`src/rtl/line_buffer_sched_if.sv`:
```
// line_buffer_sched_if: sequencer bus; master drives start/width/height/pix_valid, slave drives pix_ready/fifo_clken/line_en/win_valid/win_x/win_y/busy/frame_done/cfg_err
interface line_buffer_sched_if #(
  parameter int NLINES = 2,
  parameter int CWIDTH = 11
);
  logic start;
  logic [CWIDTH-1:0] width;
  logic [CWIDTH-1:0] height;
  logic pix_valid;
  logic pix_ready;
  logic fifo_clken;
  logic [NLINES-1:0] line_en;
  logic win_valid;
  logic [CWIDTH-1:0] win_x;
  logic [CWIDTH-1:0] win_y;
  logic busy;
  logic frame_done;
  logic cfg_err;
  modport master (
    output start, width, height, pix_valid,
    input pix_ready, fifo_clken, line_en, win_valid, win_x, win_y, busy, frame_done, cfg_err
  );
  modport slave (
    input start, width, height, pix_valid,
    output pix_ready, fifo_clken, line_en, win_valid, win_x, win_y, busy, frame_done, cfg_err
  );
endinterface

```
`src/rtl/line_buffer_sched.sv`:
```
// line_buffer_sched: row-delay FIFO sequencer over a width x height frame; ports clk, rst (async high), bus (slave: frame config/pixel handshake in, FIFO enables, window strobe/coords, status out)
module line_buffer_sched #(
  parameter int NLINES = 2,
  parameter int CWIDTH = 11
) (
  input logic clk,
  input logic rst,
  line_buffer_sched_if.slave bus
);
  typedef enum logic [1:0] {IDLE, FILL, RUN, DONE} state_t;
  localparam logic [CWIDTH-1:0] min_dim = CWIDTH'(NLINES + 1);
  localparam logic [CWIDTH-1:0] nl = CWIDTH'(NLINES);
  state_t state, state_nx;
  logic [CWIDTH-1:0] w, h, col, row, win_x, win_y;
  logic [NLINES-1:0] line_en, line_set;
  logic ready, accept, col_wrap, last, bad_cfg, win_hit, win_valid, cfg_err;
  assign bad_cfg = bus.width < min_dim || bus.height < min_dim;
  assign accept = bus.pix_valid & ready;
  assign col_wrap = col == w - CWIDTH'(1);
  assign last = col_wrap && row == h - CWIDTH'(1);
  assign win_hit = accept && row >= nl && col >= nl;
  assign bus.pix_ready = ready;
  assign bus.fifo_clken = accept;
  assign bus.line_en = line_en;
  assign bus.win_valid = win_valid;
  assign bus.win_x = win_x;
  assign bus.win_y = win_y;
  assign bus.cfg_err = cfg_err;
  always_comb begin
    line_set = '0;
    for (int k = 0; k < NLINES; k++) line_set[k] = row >= CWIDTH'(k);
  end
  always_ff @(posedge clk or posedge rst)
    if (rst) state <= IDLE;
    else state <= state_nx;
  always_comb begin
    state_nx = state;
    case (state)
      IDLE: state_nx = bus.start ? (bad_cfg ? DONE : FILL) : IDLE;
      FILL: state_nx = accept && col_wrap && row == nl - CWIDTH'(1) ? RUN : FILL;
      RUN: state_nx = accept && last ? DONE : RUN;
      default: state_nx = IDLE;
    endcase
  end
  always_comb begin
    ready = state == FILL || state == RUN;
    bus.busy = state != IDLE;
    bus.frame_done = state == DONE;
  end
  always_ff @(posedge clk or posedge rst)
    if (rst) begin
      w <= '0;
      h <= '0;
      col <= '0;
      row <= '0;
      line_en <= '0;
      win_valid <= 1'b0;
      win_x <= '0;
      win_y <= '0;
      cfg_err <= 1'b0;
    end else begin
      if (state == IDLE && bus.start) begin
        cfg_err <= bad_cfg;
        w <= bad_cfg ? w : bus.width;
        h <= bad_cfg ? h : bus.height;
        col <= '0;
        row <= '0;
      end else if (accept) begin
        col <= col_wrap ? '0 : col + CWIDTH'(1);
        row <= last ? '0 : col_wrap ? row + CWIDTH'(1) : row;
      end
      line_en <= state == IDLE ? '0 : line_en | (accept && col_wrap ? line_set : '0);
      win_valid <= win_hit;
      if (win_hit) begin
        win_x <= col;
        win_y <= row;
      end
    end
endmodule

```
`src/flat_wrapper.sv`:
```
// flat-port wrapper written by rule: the top's interface ports become plain ports
module line_buffer_sched_flat 
#(
  parameter int NLINES = 2,
  parameter int CWIDTH = 11
)
  (clk, rst, bus_start, bus_width, bus_height, bus_pix_valid, bus_pix_ready, bus_fifo_clken, bus_line_en, bus_win_valid, bus_win_x, bus_win_y, bus_busy, bus_frame_done, bus_cfg_err);
  line_buffer_sched_if #(.NLINES(NLINES), .CWIDTH(CWIDTH)) bus_i ();
  input logic clk;
  input logic rst;
  input wire logic [$bits(bus_i.start)-1:0] bus_start;
  input wire logic [$bits(bus_i.width)-1:0] bus_width;
  input wire logic [$bits(bus_i.height)-1:0] bus_height;
  input wire logic [$bits(bus_i.pix_valid)-1:0] bus_pix_valid;
  output wire logic [$bits(bus_i.pix_ready)-1:0] bus_pix_ready;
  output wire logic [$bits(bus_i.fifo_clken)-1:0] bus_fifo_clken;
  output wire logic [$bits(bus_i.line_en)-1:0] bus_line_en;
  output wire logic [$bits(bus_i.win_valid)-1:0] bus_win_valid;
  output wire logic [$bits(bus_i.win_x)-1:0] bus_win_x;
  output wire logic [$bits(bus_i.win_y)-1:0] bus_win_y;
  output wire logic [$bits(bus_i.busy)-1:0] bus_busy;
  output wire logic [$bits(bus_i.frame_done)-1:0] bus_frame_done;
  output wire logic [$bits(bus_i.cfg_err)-1:0] bus_cfg_err;
  assign bus_i.start = bus_start;
  assign bus_i.width = bus_width;
  assign bus_i.height = bus_height;
  assign bus_i.pix_valid = bus_pix_valid;
  assign bus_pix_ready = bus_i.pix_ready;
  assign bus_fifo_clken = bus_i.fifo_clken;
  assign bus_line_en = bus_i.line_en;
  assign bus_win_valid = bus_i.win_valid;
  assign bus_win_x = bus_i.win_x;
  assign bus_win_y = bus_i.win_y;
  assign bus_busy = bus_i.busy;
  assign bus_frame_done = bus_i.frame_done;
  assign bus_cfg_err = bus_i.cfg_err;
  line_buffer_sched #(.NLINES(NLINES), .CWIDTH(CWIDTH)) u_core (.clk(clk), .rst(rst), .bus(bus_i));
endmodule
```
`config.mk`:
```
export PLATFORM = sky130hd
export DESIGN_NAME = line_buffer_sched_flat
export DESIGN_NICKNAME = d
export VERILOG_FILES = /design/src/rtl/line_buffer_sched_if.sv /design/src/rtl/line_buffer_sched.sv /design/src/flat_wrapper.sv
export SDC_FILE = /design/constraint.sdc
export NUM_CORES = 1
export LEC_CHECK = 0
export CAP_MARGIN = 30
export CORE_MARGIN = 3
export CORE_UTILIZATION = 35
export DETAILED_ROUTE_END_ITERATION = 12
export GPL_TIMING_DRIVEN = 0
export HOLD_SLACK_MARGIN = 0.1
export PLACE_DENSITY = 0.63
export SETUP_SLACK_MARGIN = 0.1
export SYNTH_ARGS = -nofsm -noshare
export SYNTH_HDL_FRONTEND = slang
export SYNTH_SLANG_ARGS = --single-unit
```
`constraint.sdc`:
```
create_clock -name clk -period 7.6 [get_ports clk]
set_input_delay 1.52 -clock clk [delete_from_list [all_inputs] [get_ports clk]]
set_output_delay 1.52 -clock clk [all_outputs]
set_load 0.03 [all_outputs]
```
==> results.ini <==
[global_route]
gr-usage-all-layers=0.160
grt_first_pass_wirelength_mm=17.0
antenna_found_initial=0
overflow=0
grt_pass1_vias=3363
grt_max_degree=73

[floorplanning]
core_area_mm2=0.0116
die_w_um=116
dieArea_mm2=0.0134
pin_count=56
initial_core_util=0.364
rows=39
die_h_um=116

[timing]
rsz0062_at_grt=no
finalHoldViolCount=0
fin_ws_ns=2.76
slew_violations=0
worst_pin_slew_ns=0.899
finalCritPeriodShare=0.637
max_freq_mhz=207
whs_ns=0.477
fin_skew_ns=0.00822
setup_viol=0
timing.slew.headroom=0.401
finalCriticalPeriod_ns=4.84
setup_tns_ns=0

[yosys]
syn_inst=403
ys.flop_type=dfrtp_1
async_flop_share=1.00
synth_edf_count=0
synth_xor_xnor_area_share=0.0437
synth_top_area_frac=0.428
syn_area_per_cell_um2=10.4
ys_ff_latch=72
syn-num-nets=440
synth_top_family_by_area=simple AND/OR/NAND/NOR gates
synth_commonest_cells=dfrtp_1 (72), mux2_2 (39), o21ai_0 (27), nand2_1 (24)
synth.area.mux_share=0.128
yosys-top-cells-area=dfrtp_1 (43%), mux2_2 (10%), xnor2_1 (3.3%)
synth-simple-area-share=0.180
synthAdderAreaFrac=0.0327
ys_seq_area_frac=0.428
synth_compound_area_frac=0.139
synth_area_mm2=0.00421
ys_types=59
yosysWarnings=0
synth.largest_area_cell=dfrtp_1
yosysMostFrequentCell=dfrtp_1

[clock_tree]
cts_buffers=9
cts_tree=done
cts_setup_buffers=0
clock_latency_ns=0.33
htree_levels=3
root_buffer=clkbuf_16
postCtsHoldBufs=0
max-clock-path-buffers=2
cts_resized=0
clkTransAtPathRegs_ns=0.05
cts.sinks=72

[worst_setup_path]
path_max_fanout=10
worst_path_most_repeated_cell=clkdlybuf4s50_1
start_kind=input pin
slowest_delay_ns=0.76
worstPathCellList=clkdlybuf4s50_1, nand2_1, inv_1, clkbuf_1, clkdlybuf4s50_1
reg2regPathDepth=9
reg2reg_setup_slack_ns=4.44
required_ns=6.08
slowest_stage=clkdlybuf4s50_1
cp.arrival_ns=3.32
end_kind=output pin
crit_type=input pin to output pin

[outcome]
status=finished clean

[route]
num_vias=3332
postRouteWirelength_mm=10.1
initialDrtViolationCount=163
drc=0
drt_pass1_iterations=4
ant_nets=0
drt-wirelength-per-cell_um=16.4
vias_per_cell=5.40

[pwr]
p_seq_frac=0.379
peakVddDrop_uv=106
power_density_mw_per_mm2=280
power_switching_mw=0.515
intPower_mw=0.951
p_leak_nw=2.19
p_sw_frac=0.351
comb_power_share=0.339
clock_power_share=0.282
power_mw=1.47

[layout]
area_delta_synth_final_pct=24.4
n_antenna_cell=0
drive_gt1_frac=0.162
nFillCells=1086
fin_nets=507

[place]
dpl.hpwl_mm=7.38
preCtsSetupSlack_ns=2.76
port_buffers=55
gp_congestion=0.856

[hold_path]
hold_class=flop to flop
min_delay_path_depth=2

[flow_run]
cap_viol_max_count=0

sequential cells by signal, summed over array words and instances (netlist names):
signal and cells:
u_core.bus.win_x 11, u_core.bus.line_en 2, u_core.row 11, u_core.bus.win_y 11, u_core.w 11, u_core.col 11, u_core.bus.cfg_err 1, u_core.state 2
u_core.bus.win_valid 1, u_core.h 11
area by class of cell:
cell class | count | area (um2) | area share
sequential | 72 | 1800 | 0.344
clock inverter | 6 | 61.3 | 0.0117
timing repair buffer | 56 | 558 | 0.107
inverter | 16 | 62.6 | 0.0120
buffer | 27 | 143 | 0.0273
clock buffer | 9 | 225 | 0.0430
multi-input combinational | 288 | 2200 | 0.421
tap | 143 | 179 | 0.0342
metal layers:
| layer | part of all wire | track usage |
|---|---|---|
| met2 | 0.52 | 0.287 |
| met5 | 0 | 0 |
| met1 | 0.44 | 0.199 |
| met3 | 0.027 | 0.0345 |
| met4 | 0.0091 | 0.0325 |
placed cells by master, fill, tap and decap left out, types with 3 or more instances in the layout:
cell type | Yosys | routed
buf_2 | 5 | 5
nand4_1 | 3 | 3
nand2_1 | 24 | 24
a211o_1 | 4 | 4
and2_1 | 4 | 4
inv_1 | 16 | 15
nor3b_1 | 10 | 10
o211ai_1 | 3 | 3
nor2b_1 | 3 | 3
clkbuf_16 | 0 | 9
o21a_1 | 3 | 3
a32o_1 | 9 | 9
mux2_2 | 39 | 39
nor2_1 | 15 | 15
clkinv_2 | 0 | 3
nand3_1 | 7 | 7
xnor2_1 | 16 | 16
o21ai_0 | 27 | 27
dfrtp_1 | 72 | 72
a211oi_1 | 4 | 4
clkdlybuf4s50_1 | 0 | 55
a21oi_1 | 7 | 7
nor3_2 | 3 | 3
mux2i_1 | 10 | 10
and4b_1 | 3 | 3
nor4_1 | 8 | 8
and3_1 | 17 | 17
a31oi_1 | 7 | 7
ha_1 | 11 | 11
clkbuf_1 | 17 | 17
nor3_1 | 13 | 13
xor2_1 | 5 | 5
critical path: cells and delay by family:
kind | cells | cell delay [ns]
buffers and inverters | 4 | 1.64
and+or+nand+nor | 1 | 0.15
per-stage QoR:
| step | cell area, um2 | util | std cells |
|---|---|---|---|
| floorplan | 4210 | - | 403 |
| global placement | 4940 | 0.427 | 601 |
| CTS | 5230 | 0.452 | 617 |
| finish | 5230 | 0.452 | 617 |
| detailed placement | 4950 | 0.428 | 602 |
| global route | 5230 | 0.452 | 617 |
logic make-up after synthesis:
kind of cell    count (synthesis)
flops                          72
simple gates                  127
mux                            49
compound gates                 80
fa+ha+maj                      11
xor+xnor                       21
buf+inv                        43
path summary, 6_finish.rpt:
| kind | startpoint | to |
|---|---|---|
| hold reg to reg | u_core.bus.win_x[0]$_DFFE_PP0P_ | u_core.bus.win_x[0]$_DFFE_PP0P_ |
| max in group asynchronous | rst | u_core.h[2]$_DFFE_PP0P_ |
| hold / removal | u_core.bus.win_x[0]$_DFFE_PP0P_ | u_core.bus.win_x[0]$_DFFE_PP0P_ |
| min in group asynchronous | rst | u_core.bus.win_x[9]$_DFFE_PP0P_ |
| setup reg to reg | u_core.w[0]$_DFFE_PP0P_ | u_core.col[6]$_DFFE_PP0P_ |
| setup / recovery | bus_pix_valid | bus_fifo_clken |
power groups by stage:
stage / logic (mW) / clock network [mW] / registers, mW
after floorplan: 0.335 / 0 / 0.572
after global routing: 0.547 / 0.442 / 0.568
after detailed placement: 0.497 / 0 / 0.563
final: 0.497 / 0.413 / 0.556
after CTS: 0.502 / 0.421 / 0.557
after global placement: 0.480 / 0 / 0.560
No activity file was read; power rests on OpenSTA's default activity.
